[config.mk]
export PLATFORM = sky130hd
export DESIGN_NAME = imm_ext_pipe
export DESIGN_NICKNAME = d
export VERILOG_FILES = /design/src/rtl/imm_ext_pkg.sv /design/src/rtl/imm_ext_core.sv /design/src/rtl/imm_ext_pipe.sv
export SDC_FILE = /design/constraint.sdc
export NUM_CORES = 1
export LEC_CHECK = 0
export CAP_MARGIN = 20
export CORE_ASPECT_RATIO = 1.4
export CORE_MARGIN = 4
export CORE_UTILIZATION = 49
export DETAILED_ROUTE_END_ITERATION = 16
export PLACE_DENSITY = 0.77
export RECOVER_POWER = 100
export SLEW_MARGIN = 25
export SYNTH_ARGS = -nofsm -noshare
export SYNTH_HDL_FRONTEND = slang
export SYNTH_SLANG_ARGS = --single-unit
[constraint.sdc]
create_clock -name CLK -period 2.5 [get_ports CLK]
set_input_delay 0.375 -clock CLK [delete_from_list [all_inputs] [get_ports CLK]]
set_output_delay 0.375 -clock CLK [all_outputs]
set_load 0.005 [all_outputs]
[src/rtl/imm_ext_pkg.sv]
// Shared encodings for the immediate-extension pipeline: extension modes,
// skid-buffer states and the transfer-counter width.
package imm_ext_pkg;

  // Extension mode encodings, sampled alongside the raw immediate.
  localparam logic [1:0] MODE_SEXT     = 2'b00;
  localparam logic [1:0] MODE_ZEXT     = 2'b01;
  localparam logic [1:0] MODE_SEXT_SH1 = 2'b10;
  localparam logic [1:0] MODE_UPPER    = 2'b11;

  // Skid-buffer occupancy states.
  typedef logic [1:0] state_t;
  localparam state_t ST_EMPTY = 2'b00;
  localparam state_t ST_ONE   = 2'b01;
  localparam state_t ST_TWO   = 2'b10;

  // Width of the accepted-transfer counter.
  localparam int unsigned CNT_W = 16;

endpackage : imm_ext_pkg

[src/rtl/imm_ext_core.sv]
// Combinational immediate extender: raw field plus mode -> OUT_W-bit result.
module imm_ext_core
  import imm_ext_pkg::*;
#(
  parameter int unsigned IN_W  = 13,
  parameter int unsigned OUT_W = 32
) (
  input  logic [IN_W-1:0]  unext_i,
  input  logic [1:0]       mode_i,
  output logic [OUT_W-1:0] result_o
);

  localparam int unsigned PAD_W = OUT_W - IN_W;

  logic [OUT_W-1:0] sext;
  logic [OUT_W-1:0] zext;
  logic [OUT_W-1:0] upper;

  assign sext  = {{PAD_W{unext_i[IN_W-1]}}, unext_i};
  assign zext  = {{PAD_W{1'b0}}, unext_i};
  assign upper = {unext_i, {PAD_W{1'b0}}};

  // Select the extended form for the requested mode.
  always_comb begin
    result_o = '0;
    case (mode_i)
      MODE_SEXT:     result_o = sext;
      MODE_ZEXT:     result_o = zext;
      MODE_SEXT_SH1: result_o = {sext[OUT_W-2:0], 1'b0};
      MODE_UPPER:    result_o = upper;
      default:       result_o = '0;
    endcase
  end

endmodule : imm_ext_core

[src/rtl/imm_ext_pipe.sv]
// Immediate-extension pipeline: results are extended at acceptance and held
// in a two-entry skid buffer (output register + skid register), with a
// free-running count of accepted input transfers.
module imm_ext_pipe
  import imm_ext_pkg::*;
#(
  parameter int unsigned IN_W  = 13,
  parameter int unsigned OUT_W = 32
) (
  input  logic             CLK,
  input  logic             RST_N,
  input  logic             IN_VALID,
  output logic             IN_READY,
  input  logic [IN_W-1:0]  UNEXT,
  input  logic [1:0]       MODE,
  output logic             OUT_VALID,
  input  logic             OUT_READY,
  output logic [OUT_W-1:0] EXT,
  output logic [CNT_W-1:0] ACCEPT_CNT
);

  state_t             state_q, state_d;
  logic [OUT_W-1:0]   out_q, out_d;
  logic [OUT_W-1:0]   skid_q, skid_d;
  logic [CNT_W-1:0]   cnt_q, cnt_d;
  logic [OUT_W-1:0]   result;
  logic               accept;
  logic               consume;

  imm_ext_core #(
    .IN_W  (IN_W),
    .OUT_W (OUT_W)
  ) u_core (
    .unext_i  (UNEXT),
    .mode_i   (MODE),
    .result_o (result)
  );

  // Handshake outputs decode from state only, so OUT_READY never reaches IN_READY.
  assign IN_READY   = (state_q != ST_TWO);
  assign OUT_VALID  = (state_q != ST_EMPTY);
  assign EXT        = out_q;
  assign ACCEPT_CNT = cnt_q;

  assign accept  = IN_VALID & IN_READY;
  assign consume = OUT_VALID & OUT_READY;

  // Skid-buffer next-state and data movement.
  always_comb begin
    state_d = state_q;
    out_d   = out_q;
    skid_d  = skid_q;
    case (state_q)
      ST_EMPTY: begin
        if (accept) begin
          state_d = ST_ONE;
          out_d   = result;
        end
      end
      ST_ONE: begin
        if (accept && !consume) begin
          state_d = ST_TWO;
          skid_d  = result;
        end else if (!accept && consume) begin
          state_d = ST_EMPTY;
        end else if (accept && consume) begin
          out_d   = result;
        end
      end
      ST_TWO: begin
        // IN_READY is low here, so only a consume can move the buffer.
        if (consume) begin
          state_d = ST_ONE;
          out_d   = skid_q;
        end
      end
      default: state_d = ST_EMPTY;
    endcase
  end

  // Accepted-transfer counter, wrapping naturally at its width.
  always_comb begin
    cnt_d = cnt_q;
    if (accept) cnt_d = cnt_q + 1'b1;
  end

  // State, data and counter registers with asynchronous clear.
  always_ff @(posedge CLK or negedge RST_N) begin
    if (!RST_N) begin
      state_q <= ST_EMPTY;
      out_q   <= '0;
      skid_q  <= '0;
      cnt_q   <= '0;
    end else begin
      state_q <= state_d;
      out_q   <= out_d;
      skid_q  <= skid_d;
      cnt_q   <= cnt_d;
    end
  end

endmodule : imm_ext_pipe

# Word-level counts from Yosys, hierarchy flattened
# Cells that the tools add are included.
dict set report totals {
  reg_bits 82
  inputBits 19
  output_inout_bits 50
}
dict set report classes {
  addsub 1
  eq_ne 12
  muxes 12
  bitwise_logic 2
  reduce_logical 12
}
# cell n
set op_table {}
lappend op_table {{32-bit two-way mux} 5}
lappend op_table {{32-bit case mux with 4 select lines} 1}
lappend op_table {{32-bit case mux with 3 select lines} 1}
lappend op_table {{16-bit by 1-bit adder with 16-bit output (second input constant)} 1}
lappend op_table {{2-bit inequality test (second input constant)} 6}
lappend op_table {{2-bit two-way mux} 4}
lappend op_table {{2-bit equality test (second input constant)} 3}
lappend op_table {{2-bit case mux with 3 select lines} 1}
lappend op_table {{6-bit AND reduction} 1}
lappend op_table {{2-bit by 1-bit equality test with 1-bit output (second input constant)} 2}
lappend op_table {{2-bit zero test} 2}
lappend op_table {{1-bit logical AND} 3}
lappend op_table {{3-bit inequality test (second input constant)} 1}
lappend op_table {{3-bit AND reduction} 1}
lappend op_table {{3-bit nonzero test} 1}
lappend op_table {{1-bit bitwise AND} 2}
lappend op_table {{1-bit zero test} 2}
lappend op_table {{2-bit AND reduction} 1}
lappend op_table {{2-bit nonzero test} 1}

# Longest topological paths before layout
dict set report logic_depth {
  depth_word 7
  ltp_mapped 11
  ltp_nobuf 9
}

# Hierarchy
# Synthesis repeated with hierarchy kept, for this count alone.
dict set report hier_totals {
  hier_cells 291
  hier_area_um2 3789.9
}
# mod n_inst cells_each area_each_um2
set modules_own_cells {}
lappend modules_own_cells {imm_ext_pipe 1 252 3462.1}
lappend modules_own_cells {imm_ext_core 1 39 327.8}

# Worst setup path after synthesis
# No wires, ideal clock.
dict set report synth_path {
  path_type {register -> register}
  startpoint {register state_q[1]}
  endpoint {register out_q[1] (netlist: EXT[1])}
  t_arrival_ns 2.134
  required_ns 2.375
  path_slack_ns 0.241
  path_stages_with_launch 11
  path_buffers 2
  period_less_slack_ns 2.259
  path_cell_list {dfrtp_1 -> nor2b_1 -> buf_4 -> inv_4 -> nand2_2 -> inv_1 -> ha_1 -> nor4b_2 -> o2bb2ai_2 -> buf_4 -> mux2_2}
}
dict set report synth_between {
  elab_chain_len 6
  elab_cells_between_ends 20
  classes_between {eq/ne: 8; mux: 1; bitwise: 2; reduce/logical: 9}
}
# item line_no
set synth_rtl {}
lappend synth_rtl {{start, declared} imm_ext_pipe.sv:22} ;# state_t state_q, state_d;
lappend synth_rtl {{start signal, assigned} imm_ext_pipe.sv:95} ;# state_q <= state_d;
lappend synth_rtl {{2-bit inequality test (*)} imm_ext_pipe.sv:40} ;# assign IN_READY = (state_q != ST_TWO);
lappend synth_rtl {{1-bit bitwise AND (*)} imm_ext_pipe.sv:45} ;# assign accept = IN_VALID & IN_READY;
lappend synth_rtl {{net accept} imm_ext_pipe.sv:27} ;# logic accept;
lappend synth_rtl {{1-bit zero test} imm_ext_pipe.sv:64} ;# end else if (!accept && consume) begin
lappend synth_rtl {{1-bit logical AND} imm_ext_pipe.sv:64}
lappend synth_rtl {{2-bit inequality test (no line)} n/a}
lappend synth_rtl {{6-bit AND reduction (no line) (*)} n/a}
lappend synth_rtl {{end signal, assigned} imm_ext_pipe.sv:96} ;# out_q <= out_d;
lappend synth_rtl {{end, declared} imm_ext_pipe.sv:23} ;# logic [OUT_W-1:0] out_q, out_d;
# Mark *: on every way through the listed nets, which the timed path passes. The rest lies on a longest branch.
# A chain may end at the register's enable or synchronous reset.

# Final worst setup path
dict set report layout_path {
  startpoint {register state_q[1]}
  endpoint {output IN_READY}
}
dict set report layout_between {
  elab_chain_len 1
}
# item line_no
set layout_rtl {}
lappend layout_rtl {{2-bit inequality test} imm_ext_pipe.sv:40}
lappend layout_rtl {{end, declared} imm_ext_pipe.sv:13} ;# output logic IN_READY,
# No other way between the ends.

==> metrics list <==
- TritonCTS clock tree: built
- CP Max Fanout: 41
- The floorplan has 35 rows.
* Layout Nets: ~440
* Ratio of total power to cell area: 1050 nW/um2
- After clock tree synthesis, the setup repair step added 0 buffers.
- Buffer depth of the longest clock path: 2
* Wire length of the first global-routing pass: roughly 13000 um
* Post-DP HPWL: 5280 um
- For this run, the total global-route usage over all layers was measured as 0.192.
* Area of placed instances: around 4200 um2
- Fmax: about 420 MHz
- Overall die height: around 110 um
- Measured against its own limit, the worst slew margin works out to 0.191.
* Status: finished clean
- TritonCTS buffer count: 9
- Depth of the CTS H-tree: 3
- In the final layout, the share of cells above drive strength 1 is 0.108.
- After clock tree synthesis, the clock-pin slew on the worst setup and hold paths is ~70 ps.
* Sequential share of power: 0.419
- For this design the total switching power over the nets is 1520 uW.
- Core area: 6700 um2
- Between clock sinks in the finished design, the worst skew comes to about 9.4 ps.
- The number of nets in the synthesized netlist is 374.
* Number of placed cells counting well taps: 500
- Yosys printed 0 warnings.
* Fraction of the core area covered by cells at the end of the flow: 0.653
- After routing the design area is 4380 um2.
- Total count of max-transition violations in the final report: 0
- The worst setup path is of the register to output pin kind.
* Clock group share of total power: 0.205
* Pre-Repair DR Iteration Count: 4
- In the synthesized netlist, the number of instances is 351.
* IO buf count: 68
* Overall die area: approximately 8400 um2
- Synthesized area: 3420 um2
* Switching share of total power: 0.332
- The tool flagged a number of max-cap violations equal to 0.
* Placer's final routability congestion estimate: 0.836
- Type of the most critical hold path: register to register
* Area growth from synthesis to layout: 28.0%
* First-iteration detailed-routing DRC count: between 200 and 250
- The total overflow left after global routing is 0.
- Final number of hold-violating endpoints: 0
- Number of DRC violations after detailed routing: 0
- Via count of the first global-routing pass: approximately 2700
* Count of state elements after synthesis: 72
- The detail route stage leaves a number of antenna-violating nets equal to 0.
* Hold WS: ~470 ps
- The number of antenna diodes in the final layout is 0.
- For this design, the sink count on the clock tree is just over 70.
- Boundary pin count: between 60 and 70
- Data on the critical path arrives at its endpoint at between 2000 and 2500 ps.
* Unique cell type count in the Yosys netlist: 31
- Largest net degree at the start of global routing: 53
- Maximum VDD drop: 0.668 mV
- Static Leak: just under 0.002 uW
- STA classifies the critical path startpoint as a register.
- Buffer cell driving the clock tree root: sky130_fd_sc_hd__clkbuf_8
* Clock latency on the worst-skew pair: between 300 and 400 ps
* Total routed wirelength: between 7000 and 8000 um
* Total area of sequential cells: 1800 um2
- The share of total power dissipated in combinational logic is 0.376.
- Initial Utilization: 0.511
- Internal power: about 3100 uW
- Slew at the pin closest to its max-slew limit: approximately 1200 ps
* Final critical-path required period: 2400 ps
* Fraction of the yosys area taken by sequential cells: 0.527
- Post-synthesis average cell area: about 10 um2
- After detailed routing, the number of vias per cell comes to 5.25.
- Horizontal extent of the die: 78.6 um
- For this run, the number of standard cells in the final layout without fillers is between 500 and 600.
- Area occupied by multi-input gates: ~1400 um2
- The worst setup path is captured at an output pin.
- Via count: about 2700
- Required time of the worst setup path: 2120 ps
* Mean routed wirelength per cell: around 14 um
* Unrepaired setup endpoints after global routing: no
* Initial antenna violation count: 0
* Final number of setup-violating endpoints: 0
- The filler cells instantiated in the layout total between 500 and 600.
- In the finished design, the share of the clock period the worst path needs comes to 0.960.
-- sequential cells by signal, summed over array words and instances (netlist names) --
name	flops
ACCEPT_CNT	16
skid_q	27
EXT	27
state_q	2
-- routing by layer --
layer / global-route usage / vias up / wire (um)
li1: - / 1337 / -
met1: 0.259 / 1293 / 3240
met2: 0.304 / 72 / 3710
met3: 0.0218 / 12 / 347
met4: 0.0963 / 0 / 174
met5: 0 / - / 0
-- kinds of logic (layout without fill, tap and decap cells) --
kind of cell,Yosys count,count (layout),synth area share
compound gates,82,82,0.128
xor+xnor,15,15,0.0384
fa+ha+maj,4,4,0.0146
buf+inv,29,103,0.0497
flops,72,72,0.527
mux,16,16,0.0519
simple gates,133,133,0.190
-- final timing paths --
kind,start,slack [ps],cells after the start,to
setup / recovery,state_q[1],100,4,IN_READY
setup reg to reg,state_q[1],190,10,EXT[0]
min in group asynchronous,RST_N,800,2,ACCEPT_CNT[2]
max in group asynchronous,RST_N,840,3,EXT[22]
hold / removal,ACCEPT_CNT[15],470,1,ACCEPT_CNT[15]
hold reg to reg,ACCEPT_CNT[15],470,1,ACCEPT_CNT[15]
-- worst max-delay path, stage by stage (launching register included) --
cell and delay [ps]:
sky130_fd_sc_hd__dfrtp_1 460, sky130_fd_sc_hd__nor2b_2 210, sky130_fd_sc_hd__inv_4 60, sky130_fd_sc_hd__buf_4 360, sky130_fd_sc_hd__clkdlybuf4s50_1 600
-- cell usage after synthesis --
cell type / instances / share of area
sky130_fd_sc_hd__mux2_2: 13 / 0.043
sky130_fd_sc_hd__dfrtp_1: 72 / 0.53
sky130_fd_sc_hd__and3_1: 15 / 0.027
sky130_fd_sc_hd__or2_2: 1 / 0.0018
sky130_fd_sc_hd__and2_1: 2 / 0.0037
sky130_fd_sc_hd__ha_1: 4 / 0.015
sky130_fd_sc_hd__buf_6: 2 / 0.0066
sky130_fd_sc_hd__xnor2_1: 12 / 0.031
sky130_fd_sc_hd__a31oi_1: 2 / 0.0037
sky130_fd_sc_hd__nand2_1: 41 / 0.045
sky130_fd_sc_hd__nand2_2: 1 / 0.0018
sky130_fd_sc_hd__inv_4: 1 / 0.0018
sky130_fd_sc_hd__nand3_1: 7 / 0.010
sky130_fd_sc_hd__o2bb2ai_2: 1 / 0.0044
sky130_fd_sc_hd__mux2i_1: 2 / 0.0059
sky130_fd_sc_hd__clkbuf_1: 8 / 0.0088
sky130_fd_sc_hd__nand3b_1: 1 / 0.0022
sky130_fd_sc_hd__a21oi_1: 36 / 0.053
sky130_fd_sc_hd__nor4b_2: 1 / 0.0044
sky130_fd_sc_hd__inv_1: 3 / 0.0033
sky130_fd_sc_hd__buf_2: 5 / 0.0073
sky130_fd_sc_hd__mux2_1: 1 / 0.0033
sky130_fd_sc_hd__nand2b_1: 3 / 0.0055
sky130_fd_sc_hd__nand4_1: 3 / 0.0055
sky130_fd_sc_hd__buf_4: 10 / 0.022
sky130_fd_sc_hd__xor2_1: 3 / 0.0077
sky130_fd_sc_hd__nor2b_1: 16 / 0.029
sky130_fd_sc_hd__o22ai_1: 13 / 0.024
sky130_fd_sc_hd__nor2_1: 40 / 0.044
sky130_fd_sc_hd__o21ai_0: 30 / 0.044
sky130_fd_sc_hd__nor3_4: 2 / 0.0095
-- per-stage QoR --
step	total power [uW]	setup TNS [ps]	worst slack, ps
floorplan	2940	0	241
global placement	3760	0	43.5
detailed placement	3850	-26.8	-10.7
CTS	4790	0	2.69
global route	4920	0	16.7
finish	4590	0	99.2
-- power by group through the flow --
stage	sequential (uW)	combinational, uW	clock (uW)
floorplan	1930	1000	0
global placement	1940	1820	0
detailed placement	1960	1890	0
CTS	1940	1900	949
global route	1990	1930	998
finish	1920	1730	940
-- repair_timing --
item,in CTS,in global routing
setup endpoints to repair,0,14
hold endpoints to repair,15,0
hold buffers,1,0
gates resized for setup,0,3
-- layout by cell type (no fill, tap or decap), types with 2 or more instances in the layout --
cell | Yosys | final
sky130_fd_sc_hd__o21ai_0 | 30 | 30
sky130_fd_sc_hd__inv_1 | 3 | 3
sky130_fd_sc_hd__and2_1 | 2 | 2
sky130_fd_sc_hd__ha_1 | 4 | 4
sky130_fd_sc_hd__nor2b_1 | 16 | 15
sky130_fd_sc_hd__nor2_1 | 40 | 40
sky130_fd_sc_hd__dlygate4sd3_1 | 0 | 51
sky130_fd_sc_hd__clkbuf_1 | 8 | 4
sky130_fd_sc_hd__a21oi_1 | 36 | 36
sky130_fd_sc_hd__nand4_1 | 3 | 3
sky130_fd_sc_hd__nand2_1 | 41 | 41
sky130_fd_sc_hd__clkinv_2 | 0 | 2
sky130_fd_sc_hd__clkbuf_8 | 0 | 11
sky130_fd_sc_hd__clkinvlp_4 | 0 | 2
sky130_fd_sc_hd__o22ai_1 | 13 | 13
sky130_fd_sc_hd__nand3_1 | 7 | 7
sky130_fd_sc_hd__and3_1 | 15 | 15
sky130_fd_sc_hd__dfrtp_1 | 72 | 72
sky130_fd_sc_hd__clkdlybuf4s50_1 | 0 | 17
sky130_fd_sc_hd__nor3_1 | 0 | 2
sky130_fd_sc_hd__buf_4 | 10 | 8
sky130_fd_sc_hd__xor2_1 | 3 | 3
sky130_fd_sc_hd__nand2b_1 | 3 | 3
sky130_fd_sc_hd__xnor2_1 | 12 | 12
sky130_fd_sc_hd__mux2_2 | 13 | 13
sky130_fd_sc_hd__a31oi_1 | 2 | 2
sky130_fd_sc_hd__mux2i_1 | 2 | 2
-- final cells by class --
type                            instances  share of cell area
Clock inverter                          5              0.0126
Clock buffer                           11              0.0346
Timing Repair Buffer                   83               0.182
Sequential cell                        72               0.412
Inverter                                4             0.00400
Multi-Input combinational cell        250               0.329
Tap cell                               92              0.0263
Power figures use the tool's default switching activity.
